### src/rtl/alu_exec.sv
// Execute-stage ALU: single-cycle ADD/logic ops, iterative shifts and optional MUL,
// valid/ready on both sides. Define ALU_MUL_EN to build the shift-and-add multiplier.
module alu_exec #(
  parameter int WIDTH = 32
) (
  input  logic             clk,
  input  logic             rst_n,
  input  logic             in_valid,
  output logic             in_ready,
  input  logic [WIDTH-1:0] a,
  input  logic [WIDTH-1:0] b,
  input  logic [3:0]       op,
  output logic             out_valid,
  input  logic             out_ready,
  output logic [WIDTH-1:0] result,
  output logic [3:0]       flags,
  output logic             err,
  output logic [1:0]       dbg_state
);

  localparam int SW = $clog2(WIDTH);
  localparam int CW = SW + 1;

  localparam logic [1:0] IDLE = 2'd0;
  localparam logic [1:0] BUSY = 2'd1;
  localparam logic [1:0] DONE = 2'd2;

  localparam logic [3:0] OP_ADD = 4'd0;
  localparam logic [3:0] OP_AND = 4'd1;
  localparam logic [3:0] OP_OR  = 4'd2;
  localparam logic [3:0] OP_XOR = 4'd3;
  localparam logic [3:0] OP_SLL = 4'd4;
  localparam logic [3:0] OP_SRL = 4'd5;
  localparam logic [3:0] OP_SRA = 4'd6;
  localparam logic [3:0] OP_MUL = 4'd7;

  // Handshake: a transfer happens on a rising edge where valid and ready are
  // both high; out_valid and the result payload hold until that transfer.

  logic [1:0]       state;
  logic [WIDTH-1:0] a_q;
  logic [3:0]       op_q;
  logic [CW-1:0]    cnt;
`ifdef ALU_MUL_EN
  logic [WIDTH-1:0] b_q;
  logic [WIDTH-1:0] acc_q;
  logic [WIDTH-1:0] prod_next;
`endif

  logic [WIDTH:0]   sum;
  logic [SW-1:0]    shamt;
  logic             is_shift;
  logic             is_mul;
  logic             is_legal;
  logic [WIDTH-1:0] imm_res;
  logic             imm_c;
  logic             imm_v;
  logic [WIDTH-1:0] sh_next;
  logic [WIDTH-1:0] done_val;

  assign in_ready  = (state == IDLE);
  assign dbg_state = state;

  always_comb begin
    sum      = {1'b0, a} + {1'b0, b};
    shamt    = b[SW-1:0];
    is_shift = (op == OP_SLL) || (op == OP_SRL) || (op == OP_SRA);
`ifdef ALU_MUL_EN
    is_mul   = (op == OP_MUL);
`else
    is_mul   = 1'b0;
`endif
    is_legal = (op <= OP_SRA) || is_mul;
    imm_res  = '0;
    imm_c    = 1'b0;
    imm_v    = 1'b0;
    case (op)
      OP_ADD: begin
        imm_res = sum[WIDTH-1:0];
        imm_c   = sum[WIDTH];
        imm_v   = (a[WIDTH-1] == b[WIDTH-1]) && (sum[WIDTH-1] != a[WIDTH-1]);
      end
      OP_AND: imm_res = a & b;
      OP_OR:  imm_res = a | b;
      OP_XOR: imm_res = a ^ b;
      OP_SLL, OP_SRL, OP_SRA: imm_res = a;
      default: imm_res = '0;
    endcase
  end

  // One-bit step of the iterative shifter; SRA keeps the sign bit.
  always_comb begin
    case (op_q)
      OP_SLL:  sh_next = {a_q[WIDTH-2:0], 1'b0};
      OP_SRL:  sh_next = {1'b0, a_q[WIDTH-1:1]};
      OP_SRA:  sh_next = {a_q[WIDTH-1], a_q[WIDTH-1:1]};
      default: sh_next = a_q;
    endcase
  end

`ifdef ALU_MUL_EN
  assign prod_next = acc_q + (b_q[0] ? a_q : '0);
  assign done_val  = (op_q == OP_MUL) ? prod_next : sh_next;
`else
  assign done_val  = sh_next;
`endif

  always_ff @(posedge clk or negedge rst_n) begin
    if (!rst_n) begin
      state     <= IDLE;
      a_q       <= '0;
      op_q      <= '0;
      cnt       <= '0;
      out_valid <= 1'b0;
      result    <= '0;
      flags     <= '0;
      err       <= 1'b0;
`ifdef ALU_MUL_EN
      b_q       <= '0;
      acc_q     <= '0;
`endif
    end else begin
      case (state)
        IDLE: begin
          if (in_valid) begin
            a_q  <= a;
            op_q <= op;
            err  <= 1'b0;
`ifdef ALU_MUL_EN
            b_q   <= b;
            acc_q <= '0;
`endif
            if (is_shift && (shamt != '0)) begin
              state <= BUSY;
              cnt   <= {1'b0, shamt};
            end else if (is_mul) begin
              state <= BUSY;
              cnt   <= CW'(WIDTH);
            end else begin
              // Illegal ops land here with imm_res=0, giving flags {1,0,0,0}.
              state     <= DONE;
              out_valid <= 1'b1;
              result    <= imm_res;
              flags     <= {(imm_res == '0), imm_res[WIDTH-1], imm_c, imm_v};
              err       <= !is_legal;
            end
          end
        end
        BUSY: begin
          cnt <= cnt - CW'(1);
`ifdef ALU_MUL_EN
          if (op_q == OP_MUL) begin
            acc_q <= prod_next;
            a_q   <= {a_q[WIDTH-2:0], 1'b0};
            b_q   <= {1'b0, b_q[WIDTH-1:1]};
          end else begin
            a_q <= sh_next;
          end
`else
          a_q <= sh_next;
`endif
          if (cnt == CW'(1)) begin
            state     <= DONE;
            out_valid <= 1'b1;
            result    <= done_val;
            flags     <= {(done_val == '0), done_val[WIDTH-1], 2'b00};
          end
        end
        DONE: begin
          if (out_ready) begin
            state     <= IDLE;
            out_valid <= 1'b0;
          end
        end
        default: state <= IDLE;
      endcase
    end
  end

endmodule
### config.mk
export PLATFORM = sky130hd
export DESIGN_NAME = alu_exec
export DESIGN_NICKNAME = d
export VERILOG_FILES = /design/src/rtl/alu_exec.sv
export SDC_FILE = /design/constraint.sdc
export NUM_CORES = 1
export LEC_CHECK = 0
export BUFFER_PORTS_ARGS = -buffer_cell sky130_fd_sc_hd__buf_2
export CORE_ASPECT_RATIO = 1.2
export CORE_MARGIN = 1.5
export CORE_UTILIZATION = 60
export CTS_CLUSTER_SIZE = 16
export DETAILED_ROUTE_END_ITERATION = 10
export PLACE_DENSITY = 0.81
export SYNTH_ARGS = -nofsm -noshare
export SYNTH_HDL_FRONTEND = slang
export SYNTH_SLANG_ARGS = --single-unit
export TNS_END_PERCENT = 5
### constraint.sdc
create_clock -name clk -period 2.9 [get_ports clk]
set_clock_uncertainty 0.1 [all_clocks]
set_input_delay 0.435 -clock clk [delete_from_list [all_inputs] [get_ports clk]]
set_output_delay 0.435 -clock clk [all_outputs]
set_load 0.01 [all_outputs]
==> reports/results.ini <==
[die]
initial_utilization_pct=61.9
core_area_sq_um=13300
dieArea_sq_um=14400
die_w_um=110
die_y_um=131
rows=46
io-pin-count=113

[timing]
timing.hold.ws_ps=145
min_period_ps=2950
final_hold_viol_count=0
finalCritPeriodShare_pct=102
rsz0062_at_grt=yes
maxSlewViolCount=0
fmax_mhz=339
setup_violations=1
worst_slew_pin_slew_ps=1010
setup_ws_ps=-47.1
slew_headroom_pct=32.5
finalSetupTns_ps=-47.1

[final_layout]
final_util_pct=83.2
drive_gt1_share_pct=29.9
final_cells=1553
final_cell_mix=buf_4, nand2_1, buf_2, nor2_1, a21oi_1
ff_latch_area_sq_um=2030
multi_input_area_sq_um=5730
insertedDiodeCount=0
fillers=878
layout_commonest_cell=buf_4
final_nets=1519
area_delta_synth_final_pct=34.5

[flow_run]
drv_cap=0

[synthesis]
ys_types=71
netlist_area_sq_um=8230
ys_seq_area_share_pct=24.6
syn_inst=1104
synth-main-ff-cell=dfrtp_1
avgSynthCellArea_sq_um=7.45
synth_seq_cells=81
yosysWarnings=0
synth_edf_count=0
syn_nets=1243
ys_async_sr_fraction_pct=100

[worst_setup_path]
r2r_cells=9
worstSetupPathType=in -> reg
critical-path-max-stage-delay_ps=350
worstPathMaxFanout=4
cpMaxStageDelayCell=nor4_2
crit_path_cell_trace=buf_2 -> inv_1 -> ha_1 -> a211o_1 -> o211a_4 -> o21ai_0 -> buf_4 -> o21ai_0 -> xor2_1 -> a221oi_2 -> nand4b_1 -> nor4_2 -> nand4_1 -> o21ai_1
critPathMostFrequentCell=o21ai_0
cp.required_ps=3070
cp_data_arrival_time_ps=3120
crit_path_start_kind=primary input
critPathCaptureType=flop

[power]
leakagePower_nw=5.48
power_density_nw_per_um2=673
peakVddDrop_v=0.000736

[detailed_routing]
wirelength_um=30600
dr_total_vias=9983
viasPerCell=6.43
firstDrtPassIters=11
drc=2
wl_per_cell_um=19.7
ant_nets=0
drt_iter0_drc=1274

[global_route]
antenna_found_initial=0
grt_start_max_net_pins=82
grt.busiest_layer=met2
grt_pass1_vias=9452
globalRouteOverflowTotal=0
met3_usage_pct=9.08
grt_use_met1_pct=55.8
use_met2_pct=66.3
track_usage_pct=42.2
grt_pass1_wl_um=47900

[clock_tree]
cts_hold_buf=0
cts_sinks=81
cts_buffer_depth=2
cts.reportedPaths.clkPinSlew_ps=60
clk_latency_ps=340
postCtsSetupBuffers=0
htree_levels=3
cts_buffers=9
cts_root_buf=clkbuf_16
cts_tree=done

[placement]
post-dp-hpwl_um=23300
place_congestion=1.02
dpl.cell_count=1537
numPortBuffers=112

[run_status]
failed_checks=design-rule violations, negative setup slack
status=finished, violations left

[hold_path]
hold_path_class=in -> async

per-stage QoR:
step	total power, W	setup WS (ps)	instance area, sq um
2_1_floorplan	0.00437	-24.1	8240
3_3_place_gp	0.00576	-630	10500
3_5_place_dp	0.00589	-630	10500
4_1_cts	0.00727	-117	11000
5_1_grt	0.00790	-203	11100
6_report	0.00745	-47.1	11100
synthesized netlist by cell type, types with 5 or more instances:
master       n  area, sq um
and3_1      23          144
clkbuf_1    63          236
a31oi_1      6         37.5
buf_1       12         45.0
inv_1       85          319
o2111ai_1    5         43.8
buf_2       11         55.1
nor4_1      11         68.8
nor3b_1      5         37.5
o211ai_1     8         60.1
a22oi_1     46          345
nand4_1     13         81.3
o31ai_1     11         82.6
mux2_2       7         78.8
a221oi_1    17          149
a222oi_1    17          170
dfrtp_1     81         2030
mux2i_1     19          190
nand3_1     12         60.1
a211oi_1    12         90.1
a221o_1      5         50.1
ha_1        66          826
nand2_1    124          465
o21bai_1     5         37.5
a22o_1       6         52.6
nor2b_1      5         31.3
nand2b_1    18          113
o22a_1      18          158
o21a_1       5         37.5
a21o_1      15          113
a21oi_1     93          465
nor2_1      98          368
o21ai_0     90          450
nor3_1      15         75.1
o22ai_1      6         37.5
xnor2_1     12          105
final timing paths:
| path | slack, ps | endpoint | from |
|---|---|---|---|
| max | -50 | flags[3] | a[1] |
| min | 150 | err | rst_n |
| min in group clk | 350 | out_valid | out_ready |
| max in group asynchronous | 1890 | a_q[31] | rst_n |
| max reg2reg | 60 | flags[3] | op_q[3] |
| min reg2reg | 370 | result[13] | result[13] |
state kept, by name, indices dropped and copies added, names as in the netlist:
signal,count
a_q,32
cnt,6
dbg_state,2
err,1
flags,4
op_q,4
out_valid,1
result,31
power breakdown:
part	switching (W)	total [W]	internal, W
clock	0.000441	0.00133	0.000889
combinational	0.00238	0.00405	0.00166
sequential	0.000446	0.00208	0.00163
worst max-delay path: cells and delay by family:
kind / cells / cell delay (ps)
AOI/OAI and AO/OA: 6 / 1240
xor gates and xnor gates: 1 / 190
adders and majority gates: 1 / 310
buffers and inverters: 3 / 300
and+or+nand+nor: 3 / 640
what timing repair did:
action                     in CTS  in global routing
pin swaps                       1                  8
gates cloned                    0                  0
gates resized for setup        16                 20
setup endpoints to repair       7                 17
cell type report:
| class | instances | area share, % |
|---|---|---|
| Multi-Input combinational cell | 850 | 51.8 |
| Timing Repair Buffer | 352 | 21.9 |
| Sequential cell | 81 | 18.3 |
| Inverter | 86 | 2.92 |
| Clock buffer | 12 | 2.32 |
| Tap cell | 168 | 1.90 |
| Clock inverter | 4 | 0.893 |
kinds of logic after synthesis:
group	share of synthesized area (%)
AOI/OAI and AO/OA	32.5
and+or+nand+nor	19.2
buffers and inverters	8.10
DFF	24.6
adders and majority gates	10.3
muxes	3.54
xor gates and xnor gates	1.70
per-layer routing:
layer,vias to the layer above,part of all wire [%],routed length [um]
met4,0,4.3,1310
met5,-,0,0
li1,4593,-,-
met3,135,11,3410
met2,667,45,13800
met1,4588,40,12100
No activity file was read; power rests on OpenSTA's default activity.
